--- config.mk ---
export PLATFORM = sky130hd
export DESIGN_NAME = alu_arbiter_flat
export DESIGN_NICKNAME = d
export VERILOG_FILES = /design/src/rtl/alu_pkg.sv /design/src/rtl/alu_arbiter_if.sv /design/src/rtl/rr_arb2.sv /design/src/rtl/alu_arbiter.sv /design/src/flat_wrapper.sv
export SDC_FILE = /design/constraint.sdc
export NUM_CORES = 1
export LEC_CHECK = 0
export CAP_MARGIN = 20
export CORE_MARGIN = 8
export CORE_UTILIZATION = 40
export CTS_BUF_LIST = sky130_fd_sc_hd__clkbuf_4
export CTS_CLUSTER_SIZE = 20
export DETAILED_ROUTE_END_ITERATION = 16
export HOLD_SLACK_MARGIN = 0.06
export PLACE_DENSITY = 0.82
export SLEW_MARGIN = 20
export SYNTH_ARGS = -nofsm -noshare
export SYNTH_HDL_FRONTEND = slang
export SYNTH_SLANG_ARGS = --single-unit
--- constraint.sdc ---
create_clock -name clk -period 2.6 [get_ports clk]
set_input_delay 0.26 -clock clk [delete_from_list [all_inputs] [get_ports clk]]
set_output_delay 0.26 -clock clk [all_outputs]
set_load 0.005 [all_outputs]
--- src/rtl/alu_pkg.sv ---
// Shared constants and types for the two-requester ALU arbiter.
// Op codes are listed for users; the arbiter passes them through untouched.
package alu_pkg;

  localparam int DW_DEF = 4;
  localparam int CW_DEF = 3;

  localparam logic [2:0] OP_ADD = 3'b000;
  localparam logic [2:0] OP_SUB = 3'b001;
  localparam logic [2:0] OP_OR  = 3'b010;
  localparam logic [2:0] OP_AND = 3'b011;
  localparam logic [2:0] OP_SHL = 3'b100;
  localparam logic [2:0] OP_SHR = 3'b101;
  localparam logic [2:0] OP_ROL = 3'b110;
  localparam logic [2:0] OP_ROR = 3'b111;

  typedef enum logic [1:0] {
    IDLE = 2'd0,
    EXEC = 2'd1,
    RESP = 2'd2
  } state_t;

endpackage

--- src/rtl/alu_arbiter_if.sv ---
// Request, ALU and response bundle of the ALU arbiter.
// slave is the arbiter side, master the environment side.
interface alu_arbiter_if
  import alu_pkg::*;
#(
  parameter int DW = DW_DEF,
  parameter int CW = CW_DEF
);

  logic          req0_valid;
  logic          req0_ready;
  logic [CW-1:0] req0_ctrl;
  logic [DW-1:0] req0_a;
  logic [DW-1:0] req0_b;
  logic          req0_cin;

  logic          req1_valid;
  logic          req1_ready;
  logic [CW-1:0] req1_ctrl;
  logic [DW-1:0] req1_a;
  logic [DW-1:0] req1_b;
  logic          req1_cin;

  logic [DW-1:0] alu_a;
  logic [DW-1:0] alu_b;
  logic          alu_cin;
  logic [CW-1:0] alu_ctrl;
  logic [DW-1:0] alu_out;
  logic          alu_cout;

  logic          rsp_valid;
  logic          rsp_ready;
  logic          rsp_id;
  logic [DW-1:0] rsp_out;
  logic          rsp_cout;

  logic          busy;

  modport slave (
    input  req0_valid, req0_ctrl, req0_a,
    input  req0_b, req0_cin,
    output req0_ready,
    input  req1_valid, req1_ctrl, req1_a,
    input  req1_b, req1_cin,
    output req1_ready,
    output alu_a, alu_b, alu_cin, alu_ctrl,
    input  alu_out, alu_cout,
    output rsp_valid, rsp_id, rsp_out,
    output rsp_cout,
    input  rsp_ready,
    output busy
  );

  modport master (
    output req0_valid, req0_ctrl, req0_a,
    output req0_b, req0_cin,
    input  req0_ready,
    output req1_valid, req1_ctrl, req1_a,
    output req1_b, req1_cin,
    input  req1_ready,
    input  alu_a, alu_b, alu_cin, alu_ctrl,
    output alu_out, alu_cout,
    input  rsp_valid, rsp_id, rsp_out,
    input  rsp_cout,
    output rsp_ready,
    input  busy
  );

endinterface

--- src/rtl/rr_arb2.sv ---
// Two-way round-robin grant; last winner only moves on an accepted transfer.
// Reset leaves requester 1 as last winner so requester 0 takes the first tie.
module rr_arb2 (
  input  logic       clk,
  input  logic       reset,
  input  logic [1:0] req,
  input  logic       accept,
  output logic       grant
);

  logic last;

  always_comb begin
    grant = 1'b0;
    unique case (1'b1)
      (req == 2'b11): grant = ~last;
      (req == 2'b10): grant = 1'b1;
      default:        grant = 1'b0;
    endcase
  end

  always_ff @(posedge clk) begin
    if (reset) begin
      last <= 1'b1;
    end else if (accept) begin
      last <= grant;
    end
  end

endmodule

--- src/rtl/alu_arbiter.sv ---
// Shares one combinational ALU between two requesters: accept, execute
// for one cycle, then hold the tagged result until the consumer takes it.
module alu_arbiter
  import alu_pkg::*;
#(
  parameter int DW = DW_DEF,
  parameter int CW = CW_DEF
) (
  input  logic         clk,
  input  logic         reset,
  alu_arbiter_if.slave bus
);

  state_t        state;
  state_t        state_nxt;
  logic          grant;
  logic          accept;
  logic          ready0;
  logic          ready1;

  logic [CW-1:0] op_ctrl;
  logic [DW-1:0] op_a;
  logic [DW-1:0] op_b;
  logic          op_cin;
  logic          op_id;

  logic [DW-1:0] res_out;
  logic          res_cout;
  logic          rsp_valid_q;
  logic          busy_q;

  rr_arb2 u_arb (
    .clk    (clk),
    .reset  (reset),
    .req    ({bus.req1_valid, bus.req0_valid}),
    .accept (accept),
    .grant  (grant)
  );

  always_ff @(posedge clk) begin
    if (reset) begin
      state <= IDLE;
    end else begin
      state <= state_nxt;
    end
  end

  always_comb begin
    state_nxt = state;
    unique case (state)
      IDLE:    if (accept) state_nxt = EXEC;
      EXEC:    state_nxt = RESP;
      RESP:    if (bus.rsp_ready) state_nxt = IDLE;
      default: state_nxt = IDLE;
    endcase
  end

  always_comb begin
    ready0 = 1'b0;
    ready1 = 1'b0;
    if (state == IDLE) begin
      ready0 = bus.req0_valid && !grant;
      ready1 = bus.req1_valid && grant;
    end
    accept = ready0 || ready1;
  end

  // Status flags are registered from next state so they never glitch.
  always_ff @(posedge clk) begin
    if (reset) begin
      op_ctrl     <= '0;
      op_a        <= '0;
      op_b        <= '0;
      op_cin      <= 1'b0;
      op_id       <= 1'b0;
      res_out     <= '0;
      res_cout    <= 1'b0;
      rsp_valid_q <= 1'b0;
      busy_q      <= 1'b0;
    end else begin
      rsp_valid_q <= (state_nxt == RESP);
      busy_q      <= (state_nxt != IDLE);
      if (accept) begin
        op_id <= grant;
        if (grant) begin
          op_ctrl <= bus.req1_ctrl;
          op_a    <= bus.req1_a;
          op_b    <= bus.req1_b;
          op_cin  <= bus.req1_cin;
        end else begin
          op_ctrl <= bus.req0_ctrl;
          op_a    <= bus.req0_a;
          op_b    <= bus.req0_b;
          op_cin  <= bus.req0_cin;
        end
      end
      if (state == EXEC) begin
        res_out  <= bus.alu_out;
        res_cout <= bus.alu_cout;
      end
    end
  end

  assign bus.req0_ready = ready0;
  assign bus.req1_ready = ready1;
  assign bus.alu_a      = op_a;
  assign bus.alu_b      = op_b;
  assign bus.alu_cin    = op_cin;
  assign bus.alu_ctrl   = op_ctrl;
  assign bus.rsp_valid  = rsp_valid_q;
  assign bus.rsp_id     = op_id;
  assign bus.rsp_out    = res_out;
  assign bus.rsp_cout   = res_cout;
  assign bus.busy       = busy_q;

endmodule

--- src/flat_wrapper.sv ---
// flat-port wrapper written by rule: the top's interface ports become plain ports
module alu_arbiter_flat import alu_pkg::*;
#(
  parameter int DW = DW_DEF,
  parameter int CW = CW_DEF
)
  (clk, reset, bus_req0_valid, bus_req0_ctrl, bus_req0_a, bus_req0_b, bus_req0_cin, bus_req0_ready, bus_req1_valid, bus_req1_ctrl, bus_req1_a, bus_req1_b, bus_req1_cin, bus_req1_ready, bus_alu_a, bus_alu_b, bus_alu_cin, bus_alu_ctrl, bus_alu_out, bus_alu_cout, bus_rsp_valid, bus_rsp_id, bus_rsp_out, bus_rsp_cout, bus_rsp_ready, bus_busy);
  alu_arbiter_if #(.DW(DW), .CW(CW)) bus_i ();
  input  logic clk;
  input  logic reset;
  input wire logic [$bits(bus_i.req0_valid)-1:0] bus_req0_valid;
  input wire logic [$bits(bus_i.req0_ctrl)-1:0] bus_req0_ctrl;
  input wire logic [$bits(bus_i.req0_a)-1:0] bus_req0_a;
  input wire logic [$bits(bus_i.req0_b)-1:0] bus_req0_b;
  input wire logic [$bits(bus_i.req0_cin)-1:0] bus_req0_cin;
  output wire logic [$bits(bus_i.req0_ready)-1:0] bus_req0_ready;
  input wire logic [$bits(bus_i.req1_valid)-1:0] bus_req1_valid;
  input wire logic [$bits(bus_i.req1_ctrl)-1:0] bus_req1_ctrl;
  input wire logic [$bits(bus_i.req1_a)-1:0] bus_req1_a;
  input wire logic [$bits(bus_i.req1_b)-1:0] bus_req1_b;
  input wire logic [$bits(bus_i.req1_cin)-1:0] bus_req1_cin;
  output wire logic [$bits(bus_i.req1_ready)-1:0] bus_req1_ready;
  output wire logic [$bits(bus_i.alu_a)-1:0] bus_alu_a;
  output wire logic [$bits(bus_i.alu_b)-1:0] bus_alu_b;
  output wire logic [$bits(bus_i.alu_cin)-1:0] bus_alu_cin;
  output wire logic [$bits(bus_i.alu_ctrl)-1:0] bus_alu_ctrl;
  input wire logic [$bits(bus_i.alu_out)-1:0] bus_alu_out;
  input wire logic [$bits(bus_i.alu_cout)-1:0] bus_alu_cout;
  output wire logic [$bits(bus_i.rsp_valid)-1:0] bus_rsp_valid;
  output wire logic [$bits(bus_i.rsp_id)-1:0] bus_rsp_id;
  output wire logic [$bits(bus_i.rsp_out)-1:0] bus_rsp_out;
  output wire logic [$bits(bus_i.rsp_cout)-1:0] bus_rsp_cout;
  input wire logic [$bits(bus_i.rsp_ready)-1:0] bus_rsp_ready;
  output wire logic [$bits(bus_i.busy)-1:0] bus_busy;
  assign bus_i.req0_valid = bus_req0_valid;
  assign bus_i.req0_ctrl = bus_req0_ctrl;
  assign bus_i.req0_a = bus_req0_a;
  assign bus_i.req0_b = bus_req0_b;
  assign bus_i.req0_cin = bus_req0_cin;
  assign bus_req0_ready = bus_i.req0_ready;
  assign bus_i.req1_valid = bus_req1_valid;
  assign bus_i.req1_ctrl = bus_req1_ctrl;
  assign bus_i.req1_a = bus_req1_a;
  assign bus_i.req1_b = bus_req1_b;
  assign bus_i.req1_cin = bus_req1_cin;
  assign bus_req1_ready = bus_i.req1_ready;
  assign bus_alu_a = bus_i.alu_a;
  assign bus_alu_b = bus_i.alu_b;
  assign bus_alu_cin = bus_i.alu_cin;
  assign bus_alu_ctrl = bus_i.alu_ctrl;
  assign bus_i.alu_out = bus_alu_out;
  assign bus_i.alu_cout = bus_alu_cout;
  assign bus_rsp_valid = bus_i.rsp_valid;
  assign bus_rsp_id = bus_i.rsp_id;
  assign bus_rsp_out = bus_i.rsp_out;
  assign bus_rsp_cout = bus_i.rsp_cout;
  assign bus_i.rsp_ready = bus_rsp_ready;
  assign bus_busy = bus_i.busy;
  alu_arbiter #(.DW(DW), .CW(CW)) u_core (.clk(clk), .reset(reset), .bus(bus_i));
endmodule
==> impl_metrics.json <==
{
  "cts_root_buf": "clkbuf_4",
  "synth_nets": 143,
  "p_per_area_mw_per_mm2": 531,
  "ctsResizeCount": 0,
  "clkTransAtPathRegs_ns": 0.12,
  "finClkSkew_ns": 0.00190,
  "chipWidth_um": 66.6,
  "cp-end-kind": "primary output",
  "worst-setup-path-type": "input pin to primary output",
  "tightest_slew_ns": 0.649,
  "dr.pass1.iters": 4,
  "holdPathStages": 2,
  "grt_pass1_wl_um": 4970,
  "status": "complete, no violations",
  "synthCells": 109,
  "cellLeakagePower_nw": 0.620,
  "synth_area_mm2": 0.00102,
  "rows": 18,
  "area_delta_synth_final_pct": 57.1,
  "timing.final.crit_period_ns": 2.09,
  "nets": 197,
  "coreArea_mm2": 0.00245,
  "drive_gt1_share_pct": 13.0,
  "whs_ns": 0.512,
  "crit_start": "bus_req1_valid",
  "fin_setup_tns_ns": 0,
  "synth_area_leaders": "dfxtp_1 (45%), a311oi_2 (15%), nand2_1 (9.5%), a21oi_1 (6.8%), mux2i_1 (4.9%)",
  "synth_top_area_share_pct": 45.0,
  "synth_cell_type_count": 23,
  "yosys_register_bits": 23,
  "die_y_um": 66.6,
  "rsz0062_at_grt": "no",
  "n_antenna_cell": 0,
  "tritoncts": "done",
  "finalHoldViolCount": 0,
  "fmax_mhz": 478,
  "initial_core_util_pct": 41.7,
  "ctsHoldBuffers": 0,
  "r2r-start": "u_core.state[1]$_SDFF_PP0_",
  "post-route-period-util_pct": 80.5,
  "setup_viol": 0,
  "post-cts-setup-buffers": 0,
  "grt_max_degree": 24,
  "cts_buffer_depth": 2,
  "drt_iter0_markers": 20,
  "hold_path_class": "register to register",
  "maxSlewHeadroom_pct": 56.7,
  "vias": 980,
  "boundaryPins": 56,
  "cp.required_ns": 2.34,
  "cts_sinks": 23,
  "cts_buffers": 3,
  "r2r-end": "u_core.bus.alu_b[0]$_SDFFE_PP0P_",
  "h-tree-depth": 1,
  "wire_per_inst_um": 15.8,
  "finalMaxSlewViolations": 0,
  "clock_latency_ns": 0.30,
  "io_buffers": 55,
  "r2r_setup_slack_ns": 1.04,
  "start_kind": "input pin",
  "fill_cells": 208,
  "final_antenna_net_count": 0,
  "cp-endpoint": "bus_req1_ready",
  "grt_pass1_vias": 993,
  "critPathMaxFanout": 13,
  "place_congestion": 0.674,
  "place_hpwl_um": 2310,
  "antenna_found_initial": 0,
  "yosys.area.top_type": "dfxtp_1",
  "grt-ovfl-total": 0,
  "via_per_inst": 5.10,
  "drt-total-wl_um": 3040,
  "irDropWorstVdd_uv": 341,
  "worst_r2r_path_depth": 3,
  "cp_data_arrival_time_ns": 1.83,
  "avgSynthCellArea_um2": 9.39,
  "ys_warn_count": 0,
  "seq_area_frac_synth_pct": 45.0,
  "drc": 0,
  "max_cap_violations": 0,
  "die_area_mm2": 0.00443,
  "grt_usage_pct": 14.2
}
[critical path: stages]
cell and delay [ns]:
clkdlybuf4s50_1 0.51, a21bo_2 0.34, nor3_1 0.18, clkdlybuf4s50_1 0.54
[Yosys cell counts, drive strengths merged]
cell type and number:
dfxtp 23, nor2 10, buf 6, mux2i 5, a221o 1, nand2b 1, nand2 26, clkbuf 2
and2 1, or2 1, a21bo 1, a31oi 1, a21boi 1, nor3 1, a311oi 12, nor2b 1
a22oi 1, or3b 1, a21oi 14
[cell type report]
cell class	instances	area, um2	share of cell area (%)
clock buffer	4	30.0	1.87
multi-input combinational	78	514	32.0
sequential	23	460	28.6
tap	30	37.5	2.33
timing repair buffer	57	566	35.2
[state kept, by name, summed over array words and instances, names as in the netlist, 2 cells and up]
signal	flops
u_core.state	2
u_core.bus.alu_ctrl	3
u_core.bus.alu_b	4
u_core.bus.rsp_out	4
u_core.bus.alu_a	4
[cell families after synthesis]
kind of cell | synth area share, %
AND/OR/NAND/NOR | 17.7
AO/OA/AOI/OAI | 27.6
flip-flops | 45.0
buffers and inverters | 4.77
multiplexers | 4.89
[layout by cell type, fill, tap and decap left out, drive strengths merged]
master	n
nor3	1
a221o	1
mux2i	5
a21oi	14
nand2b	1
a21boi	1
nand2	26
and2	1
or2	1
a31oi	1
nor2	10
a22oi	1
or3b	1
clkdlybuf4s50	55
buf	2
dfxtp	23
clkbuf	4
a311oi	12
a21bo	1
nor2b	1
[stage by stage]
step / worst slack (ns) / total power (W) / instance area, um2 / utilization (%) / std cells
after global placement: 0.541 / 0.000682 / 1580 / 64.3 / 188
final: 0.507 / 0.000853 / 1610 / 65.5 / 192
after detailed placement: 0.489 / 0.000689 / 1580 / 64.3 / 188
after floorplan: 1.42 / 0.000549 / 1020 / - / 109
after global routing: 0.454 / 0.000904 / 1610 / 65.5 / 192
after CTS: 0.488 / 0.000860 / 1610 / 65.5 / 192
[worst min-delay path by stage]
stage / from / endpoint / slack (ns)
floorplan: reset / u_core.bus.alu_b[3]$_SDFFE_PP0P_ / 0.33
global placement: u_core.bus.rsp_out[3]$_SDFFE_PP0N_ / u_core.bus.rsp_out[3]$_SDFFE_PP0N_ / 0.48
detailed placement: u_core.bus.rsp_id$_SDFFE_PP0P_ / u_core.bus.rsp_id$_SDFFE_PP0P_ / 0.49
CTS: bus_req1_ctrl[2] / u_core.bus.alu_ctrl[2]$_SDFFE_PP0P_ / 0.52
global route: bus_req0_a[3] / u_core.bus.alu_a[3]$_SDFFE_PP0P_ / 0.53
finish: u_core.bus.rsp_cout$_SDFFE_PP0N_ / u_core.bus.rsp_cout$_SDFFE_PP0N_ / 0.51
[routing by layer]
metal  GRT usage [%]  vias up  part of all wire [%]
met5               0        -                     0
met4            4.00        0                  0.49
met3            4.36        2                   7.3
met2            22.3       30                    48
met1            18.1      454                    44
li1                -      494                     -
[power by group]
part	leakage (nW)	internal [W]	switching (W)
Sequential	0.190	0.000390	0.0000244
Clock	0.0184	0.0000701	0.000103
Combinational	0.411	0.000157	0.000109
No activity file was read; power rests on OpenSTA's default activity.
